### src/rtl/bgm_pkg.sv
// ============================================================================
// Module      : bgm_pkg
// Description : Shared types and constants for the bgm pipeline and its
//               streaming controller.
// Revision    : 1.0 - initial release
// ============================================================================
`default_nettype none

package bgm_pkg;

    localparam int BGM_BITS            = 32;
    localparam int BGM_DEFAULT_LATENCY = 20;

    // Field order matches the concatenation order used to load the set.
    typedef struct packed {
        logic [BGM_BITS-1:0] sigma_a;
        logic [BGM_BITS-1:0] sigma_b;
        logic [BGM_BITS-1:0] sigma_c;
        logic [BGM_BITS-1:0] fn;
        logic [BGM_BITS-1:0] dw_x;
        logic [BGM_BITS-1:0] dw_y;
        logic [BGM_BITS-1:0] dw_z;
        logic [BGM_BITS-1:0] dt;
    } bgm_operands_t;

endpackage

`default_nettype wire

### src/rtl/bgm_result_fifo.sv
// ============================================================================
// Module      : bgm_result_fifo
// Description : First-word-fall-through result FIFO with registered storage;
//               simultaneous push and pop allowed at any occupancy.
// Revision    : 1.0 - initial release
// ============================================================================
`default_nettype none

module bgm_result_fifo
    import bgm_pkg::*;
#(
    parameter int BITS  = BGM_BITS,
    parameter int DEPTH = 32
) (
    input  logic                     clk,
    input  logic                     rst_n,
    input  logic                     push_i,
    input  logic [BITS-1:0]          push_data_i,
    input  logic                     pop_i,
    output logic                     head_valid_o,
    output logic [BITS-1:0]          head_data_o,
    output logic [$clog2(DEPTH):0]   count_o
);

    localparam int          AW        = $clog2(DEPTH);
    localparam logic [AW:0] C_PTR_ONE = (AW+1)'(1);

    logic [BITS-1:0] mem_q [DEPTH];
    logic [AW:0]     wr_q, wr_d;
    logic [AW:0]     rd_q, rd_d;
    logic            w_empty;
    logic            w_full;

    // Pointers carry one extra wrap bit so full and empty differ only in the MSB.
    assign w_empty = (wr_q == rd_q);
    assign w_full  = (wr_q[AW] != rd_q[AW]) && (wr_q[AW-1:0] == rd_q[AW-1:0]);

    always_comb begin
        wr_d = wr_q;
        rd_d = rd_q;
        if (push_i) begin
            wr_d = wr_q + C_PTR_ONE;
        end
        if (pop_i && !w_empty) begin
            rd_d = rd_q + C_PTR_ONE;
        end
    end

    always_ff @(posedge clk or negedge rst_n) begin
        if (!rst_n) begin
            wr_q <= '0;
            rd_q <= '0;
            for (int i = 0; i < DEPTH; i++) begin
                mem_q[i] <= '0;
            end
        end else begin
            wr_q <= wr_d;
            rd_q <= rd_d;
            if (push_i) begin
                mem_q[wr_q[AW-1:0]] <= push_data_i;
            end
        end
    end

    assign head_valid_o = !w_empty;
    assign head_data_o  = mem_q[rd_q[AW-1:0]];
    assign count_o      = wr_q - rd_q;

    a_no_overflow: assert property (@(posedge clk) disable iff (!rst_n)
        !(push_i && w_full && !pop_i));

endmodule

`default_nettype wire

### src/rtl/bgm_stream_ctrl.sv
// ============================================================================
// Module      : bgm_stream_ctrl
// Description : Credit-admitted streaming front/back end for the bgm pipeline.
//               Optional build macro BGM_CTRL_ZERO_IDLE_EN zeroes the operand
//               drive on idle cycles.
// Revision    : 1.0 - initial release
// ============================================================================
`default_nettype none

module bgm_stream_ctrl
    import bgm_pkg::*;
#(
    parameter int BITS    = BGM_BITS,
    parameter int LATENCY = BGM_DEFAULT_LATENCY,
    parameter int DEPTH   = 32
) (
    input  logic            clock,
    input  logic            reset,
    input  logic            in_valid,
    output logic            in_ready,
    input  logic [BITS-1:0] in_sigma_a,
    input  logic [BITS-1:0] in_sigma_b,
    input  logic [BITS-1:0] in_sigma_c,
    input  logic [BITS-1:0] in_Fn,
    input  logic [BITS-1:0] in_dw_x,
    input  logic [BITS-1:0] in_dw_y,
    input  logic [BITS-1:0] in_dw_z,
    input  logic [BITS-1:0] in_dt,
    output logic [BITS-1:0] sigma_a,
    output logic [BITS-1:0] sigma_b,
    output logic [BITS-1:0] sigma_c,
    output logic [BITS-1:0] Fn,
    output logic [BITS-1:0] dw_x,
    output logic [BITS-1:0] dw_y,
    output logic [BITS-1:0] dw_z,
    output logic [BITS-1:0] dt,
    input  logic [BITS-1:0] Fn_out,
    output logic            out_valid,
    input  logic            out_ready,
    output logic [BITS-1:0] out_data,
    output logic            busy
);

    localparam int          CW         = $clog2(DEPTH) + 1;
    localparam logic [CW-1:0] C_DEPTH  = CW'(DEPTH);
    localparam logic [CW-1:0] C_CRED_ONE = CW'(1);

    logic [CW-1:0]      credits_q, credits_d;
    bgm_operands_t      ops_q, ops_d;
    logic               launch_q;
    logic [LATENCY-1:0] tok_q, tok_d;
    logic               w_issue;
    logic               w_pop;
    bgm_operands_t      w_ops_in;
    logic [CW-1:0]      w_count;

    assign in_ready = (credits_q != '0);
    assign w_issue  = in_valid && in_ready;
    assign w_pop    = out_valid && out_ready;
    assign w_ops_in = {in_sigma_a, in_sigma_b, in_sigma_c, in_Fn,
                       in_dw_x, in_dw_y, in_dw_z, in_dt};

    always_comb begin
        credits_d = credits_q;
        case ({w_issue, w_pop})
            2'b10:   credits_d = credits_q - C_CRED_ONE;
            2'b01:   credits_d = credits_q + C_CRED_ONE;
            default: credits_d = credits_q;
        endcase
    end

    always_comb begin
        ops_d = ops_q;
`ifdef BGM_CTRL_ZERO_IDLE_EN
        ops_d = '0;
`endif
        if (w_issue) begin
            ops_d = w_ops_in;
        end
    end

    // launch_q tags the operand registers; the LATENCY-stage token chain then
    // tracks the set through bgm until its Fn_out appears.
    if (LATENCY == 1) begin : g_tok_single
        assign tok_d = launch_q;
    end else begin : g_tok_shift
        assign tok_d = {tok_q[LATENCY-2:0], launch_q};
    end

    always_ff @(posedge clock or negedge reset) begin
        if (!reset) begin
            credits_q <= C_DEPTH;
            ops_q     <= '0;
            launch_q  <= 1'b0;
            tok_q     <= '0;
        end else begin
            credits_q <= credits_d;
            ops_q     <= ops_d;
            launch_q  <= w_issue;
            tok_q     <= tok_d;
        end
    end

    assign sigma_a = ops_q.sigma_a;
    assign sigma_b = ops_q.sigma_b;
    assign sigma_c = ops_q.sigma_c;
    assign Fn      = ops_q.fn;
    assign dw_x    = ops_q.dw_x;
    assign dw_y    = ops_q.dw_y;
    assign dw_z    = ops_q.dw_z;
    assign dt      = ops_q.dt;

    bgm_result_fifo #(
        .BITS  (BITS),
        .DEPTH (DEPTH)
    ) u_fifo (
        .clk          (clock),
        .rst_n        (reset),
        .push_i       (tok_q[LATENCY-1]),
        .push_data_i  (Fn_out),
        .pop_i        (w_pop),
        .head_valid_o (out_valid),
        .head_data_o  (out_data),
        .count_o      (w_count)
    );

    assign busy = launch_q || (|tok_q) || (w_count != '0);

endmodule

`default_nettype wire

### config.mk
export PLATFORM = sky130hd
export DESIGN_NAME = bgm_stream_ctrl
export DESIGN_NICKNAME = d
export VERILOG_FILES = /design/src/rtl/bgm_pkg.sv /design/src/rtl/bgm_result_fifo.sv /design/src/rtl/bgm_stream_ctrl.sv
export SDC_FILE = /design/constraint.sdc
export NUM_CORES = 2
export LEC_CHECK = 0
export ABC_AREA = 0
export CAP_MARGIN = 10
export CORE_ASPECT_RATIO = 0.8
export CORE_UTILIZATION = 50
export CTS_BUF_LIST = sky130_fd_sc_hd__clkbuf_8
export DETAILED_ROUTE_END_ITERATION = 16
export MAX_ROUTING_LAYER = met4
export PLACE_DENSITY = 0.78
export SKIP_LAST_GASP = 1
export SYNTH_ARGS = -nofsm -noshare
export SYNTH_HDL_FRONTEND = slang
export SYNTH_SLANG_ARGS = --single-unit
### constraint.sdc
create_clock -name clock -period 3.55 [get_ports clock]
set_clock_uncertainty 0.1 [all_clocks]
set_input_delay 0.71 -clock clock [delete_from_list [all_inputs] [get_ports clock]]
set_output_delay 0.71 -clock clock [all_outputs]
set_load 0.02 [all_outputs]
==> reports/summary.json <==
{
  "outcome": "complete, but fails checks",
  "violations": "setup timing",
  "timing.fmax_ghz": 0.249,
  "yosys.area.top_type": "dfrtp_1",
  "yosysMostFrequentCell": "dfrtp_1",
  "static-leakage-power_uw": 0.0333,
  "worstHoldPathType": "reg -> reg",
  "critPathLaunchType": "register",
  "crit_arrival_ns": 3.21,
  "synthesis.area_um2": 57500,
  "finalInstanceArea_um2": 73200,
  "synth_adder_area_share": 0.00361,
  "ys_dominant_reg_cell": "dfrtp_1",
  "slowest_delay_ns": 0.59,
  "fp.dieH_um": 305,
  "fin_nets": 4843,
  "cts_buffer_depth": 3,
  "required_ns": 2.74,
  "tritoncts": "yes",
  "drcViolationCount": 0,
  "clock-sinks": 1319,
  "avgViaCountPerCell": 6.02,
  "synth_compound_gate_area_share": 0.0305,
  "critical_path.slowest_cell": "dfrtp_4",
  "tightestPinTransition_ns": 1.23,
  "path_max_fanout": 6,
  "detailed_place.area_um2": 66200,
  "grt_setup_unrepaired": "yes",
  "clock_latency_ns": 0.94,
  "period_share": 1.13,
  "cellPowerDensity_nw_per_um2": 817,
  "maxCapViolCount": 0,
  "timing_max_transition_violations_final": 0,
  "route.antenna.remaining_nets": 0,
  "synth.top_cell.area_share": 0.574,
  "wl_um": 173000,
  "setup_viol": 33,
  "grt_first_pass_wirelength_um": 257000,
  "drtIter0Drc": 3271,
  "gr-usage-all-layers": 0.304,
  "grt_pass1_vias": 39463,
  "criticalPathCategory": "reg -> out",
  "most_instantiated_cells_after_synthesis": "dfrtp_1, mux2_2, mux2i_1",
  "synthesis.nets": 4054,
  "post-route-worst-setup-slack_ns": -0.473,
  "area_growth_pct": 27.2,
  "route.vias.total": 37368,
  "timing.final.hold_violations": 0,
  "layout-drive-gt1-share": 0.474,
  "cell_by_cell_trace_of_the_critical_path": "buf_16 > buf_12 > buf_8 > buf_8 > buf_6 > mux4_2 > o22ai_4 > a211oi_4 > buf_6",
  "cts.root.buffer_cell": "clkbuf_8",
  "antenna_found_initial": 4,
  "drt_first_pass_iters": 5,
  "synth_sequential_area_ratio": 0.574,
  "syn-instance-count": 3746,
  "placementRows": 110,
  "synth-async-reset-ratio": 1.00,
  "worst_setup_hold_path_clk_slew_ns": 0.06,
  "pin_count_of_the_biggest_net_entering_global_routing": 127,
  "synth_seq_cells": 1319,
  "worstSetupEndpointType": "output port",
  "htree_num_levels": 4,
  "die-area_um2": 116000,
  "worst_slack_after_detailed_placement_ns": -0.243,
  "max_slew_headroom": 0.175,
  "grt_overflow": 0,
  "multiplexer_fraction_of_the_synthesized_cell_area": 0.348,
  "post-dp-hpwl_um": 105000,
  "die_width_um": 381,
  "number_of_synthesized_flops_with_an_enable_pin": 0,
  "cts-buffers-inserted": 203,
  "yosys.area_share.simple": 0.0133,
  "synth_area_leaders": "dfrtp_1, mux2_2, mux4_2",
  "layout_min_cycle_time_ns": 4.02,
  "synth_top_family_by_area": "multiplexers",
  "yosys_warnings": 0,
  "synthXorXnorAreaFrac": 0.00198,
  "peakVddDrop_mv": 0.515,
  "starting_density_of_the_core": 0.508,
  "fin_worst_hold_slack_ns": 0.240,
  "floorplan_core_area_um2": 113000,
  "synth.avg_cell_area_um2": 15.3,
  "post_synth_num_cell_types": 54,
  "avgRoutedWirePerCell_um": 27.8,
  "gp_congestion": 0.861,
  "place.port_buffers": 582,
  "top_level_ports": 583
}
==> registers in the layout (all words and copies together), names as in the netlist <==
register	count
Fn	32
credits_q	6
dt	32
dw_x	32
dw_y	32
dw_z	32
launch_q	1
sigma_a	32
sigma_b	32
sigma_c	32
tok_q	20
u_fifo.mem_q	1024
u_fifo.rd_q	6
u_fifo.wr_q	6
==> cell type report <==
type | instances | area, µm²
fill | 7883 | 40100
sequential | 1319 | 33000
multi-input combinational | 2087 | 24100
timing repair buffer | 913 | 10000
clock buffer | 251 | 3450
tap | 1512 | 1890
clock inverter | 113 | 608
inverter | 11 | 58.8
antenna | 3 | 7.51
==> where the power goes <==
| group | total (µW) | leakage [µW] | switching, µW | internal (µW) |
|---|---|---|---|---|
| logic | 25400 | 0.0139 | 12000 | 13300 |
| registers | 21600 | 0.0169 | 2410 | 19200 |
| clock network | 12700 | 0.00239 | 6210 | 6540 |
| total | 59700 | 0.0333 | 20600 | 39100 |
==> cell families after synthesis <==
family          count (synthesis)
mux                          1665
flops                        1319
buf+inv                       340
compound gates                247
simple gates                  146
fa+ha+maj                      16
xor+xnor                       13
==> per-layer routing <==
metal	vias up	global-route usage	wire, µm
li1	15445	-	-
met1	19879	0.410	72200
met2	1673	0.456	80900
met3	371	0.0658	13800
met4	0	0.105	5590
met5	-	-	0
==> worst paths after layout <==
path	cells past startpoint	from	to	slack (ns)
setup reg to reg	13	u_fifo.rd_q[2]	credits_q[5]	0.15
min in group asynchronous	2	reset	u_fifo.mem_q[997]	0.27
hold / removal	0	tok_q[10]	tok_q[11]	0.24
hold reg to reg	0	tok_q[10]	tok_q[11]	0.24
max in group asynchronous	4	reset	launch_q	1.97
setup / recovery	9	u_fifo.rd_q[0]	out_data[22]	-0.47
==> metrics by stage <==
stage                     std cells  total power [µW]  utilization  setup TNS, ns
after floorplan                3746             34000            -              0
after global placement         5718             42200        0.584         -0.249
after detailed placement       5718             42700        0.584         -0.362
after CTS                      6157             58200        0.637         -15.35
after global routing           6208             62200        0.646         -15.30
final                          6209             59700        0.646         -12.55
==> placed cells by master (no fill, tap or decap), drive strengths merged, types with 5 or more instances in the layout <==
cell / instances
nor2: 32
xnor2: 9
nand4: 35
o22ai: 61
clkinv: 23
a21oi: 6
dfrtp: 1318
nor4: 8
a211oi: 30
clkbuf: 260
mux2i: 253
nor2b: 5
nand2: 36
ha: 15
buf: 351
a22oi: 122
nand3: 9
o21ai: 7
mux2: 1284
clkdlybuf4s50: 547
inv: 95
mux4: 128
==> critical path, delay by kind of cell, from the launching register on <==
family,cells,cell delay (ns)
buf+inv,6,0.85
compound gates,2,0.42
flops,1,0.59
mux,1,0.41
==> what timing repair did <==
item	in CTS	in global routing
hold endpoints to repair	127	0
gates resized for setup	284	128
gates cloned	16	10
pin swaps	67	89
hold buffers	1	0
buffers inserted	62	50
setup endpoints to repair	34	34
No activity file was read; power rests on OpenSTA's default activity.
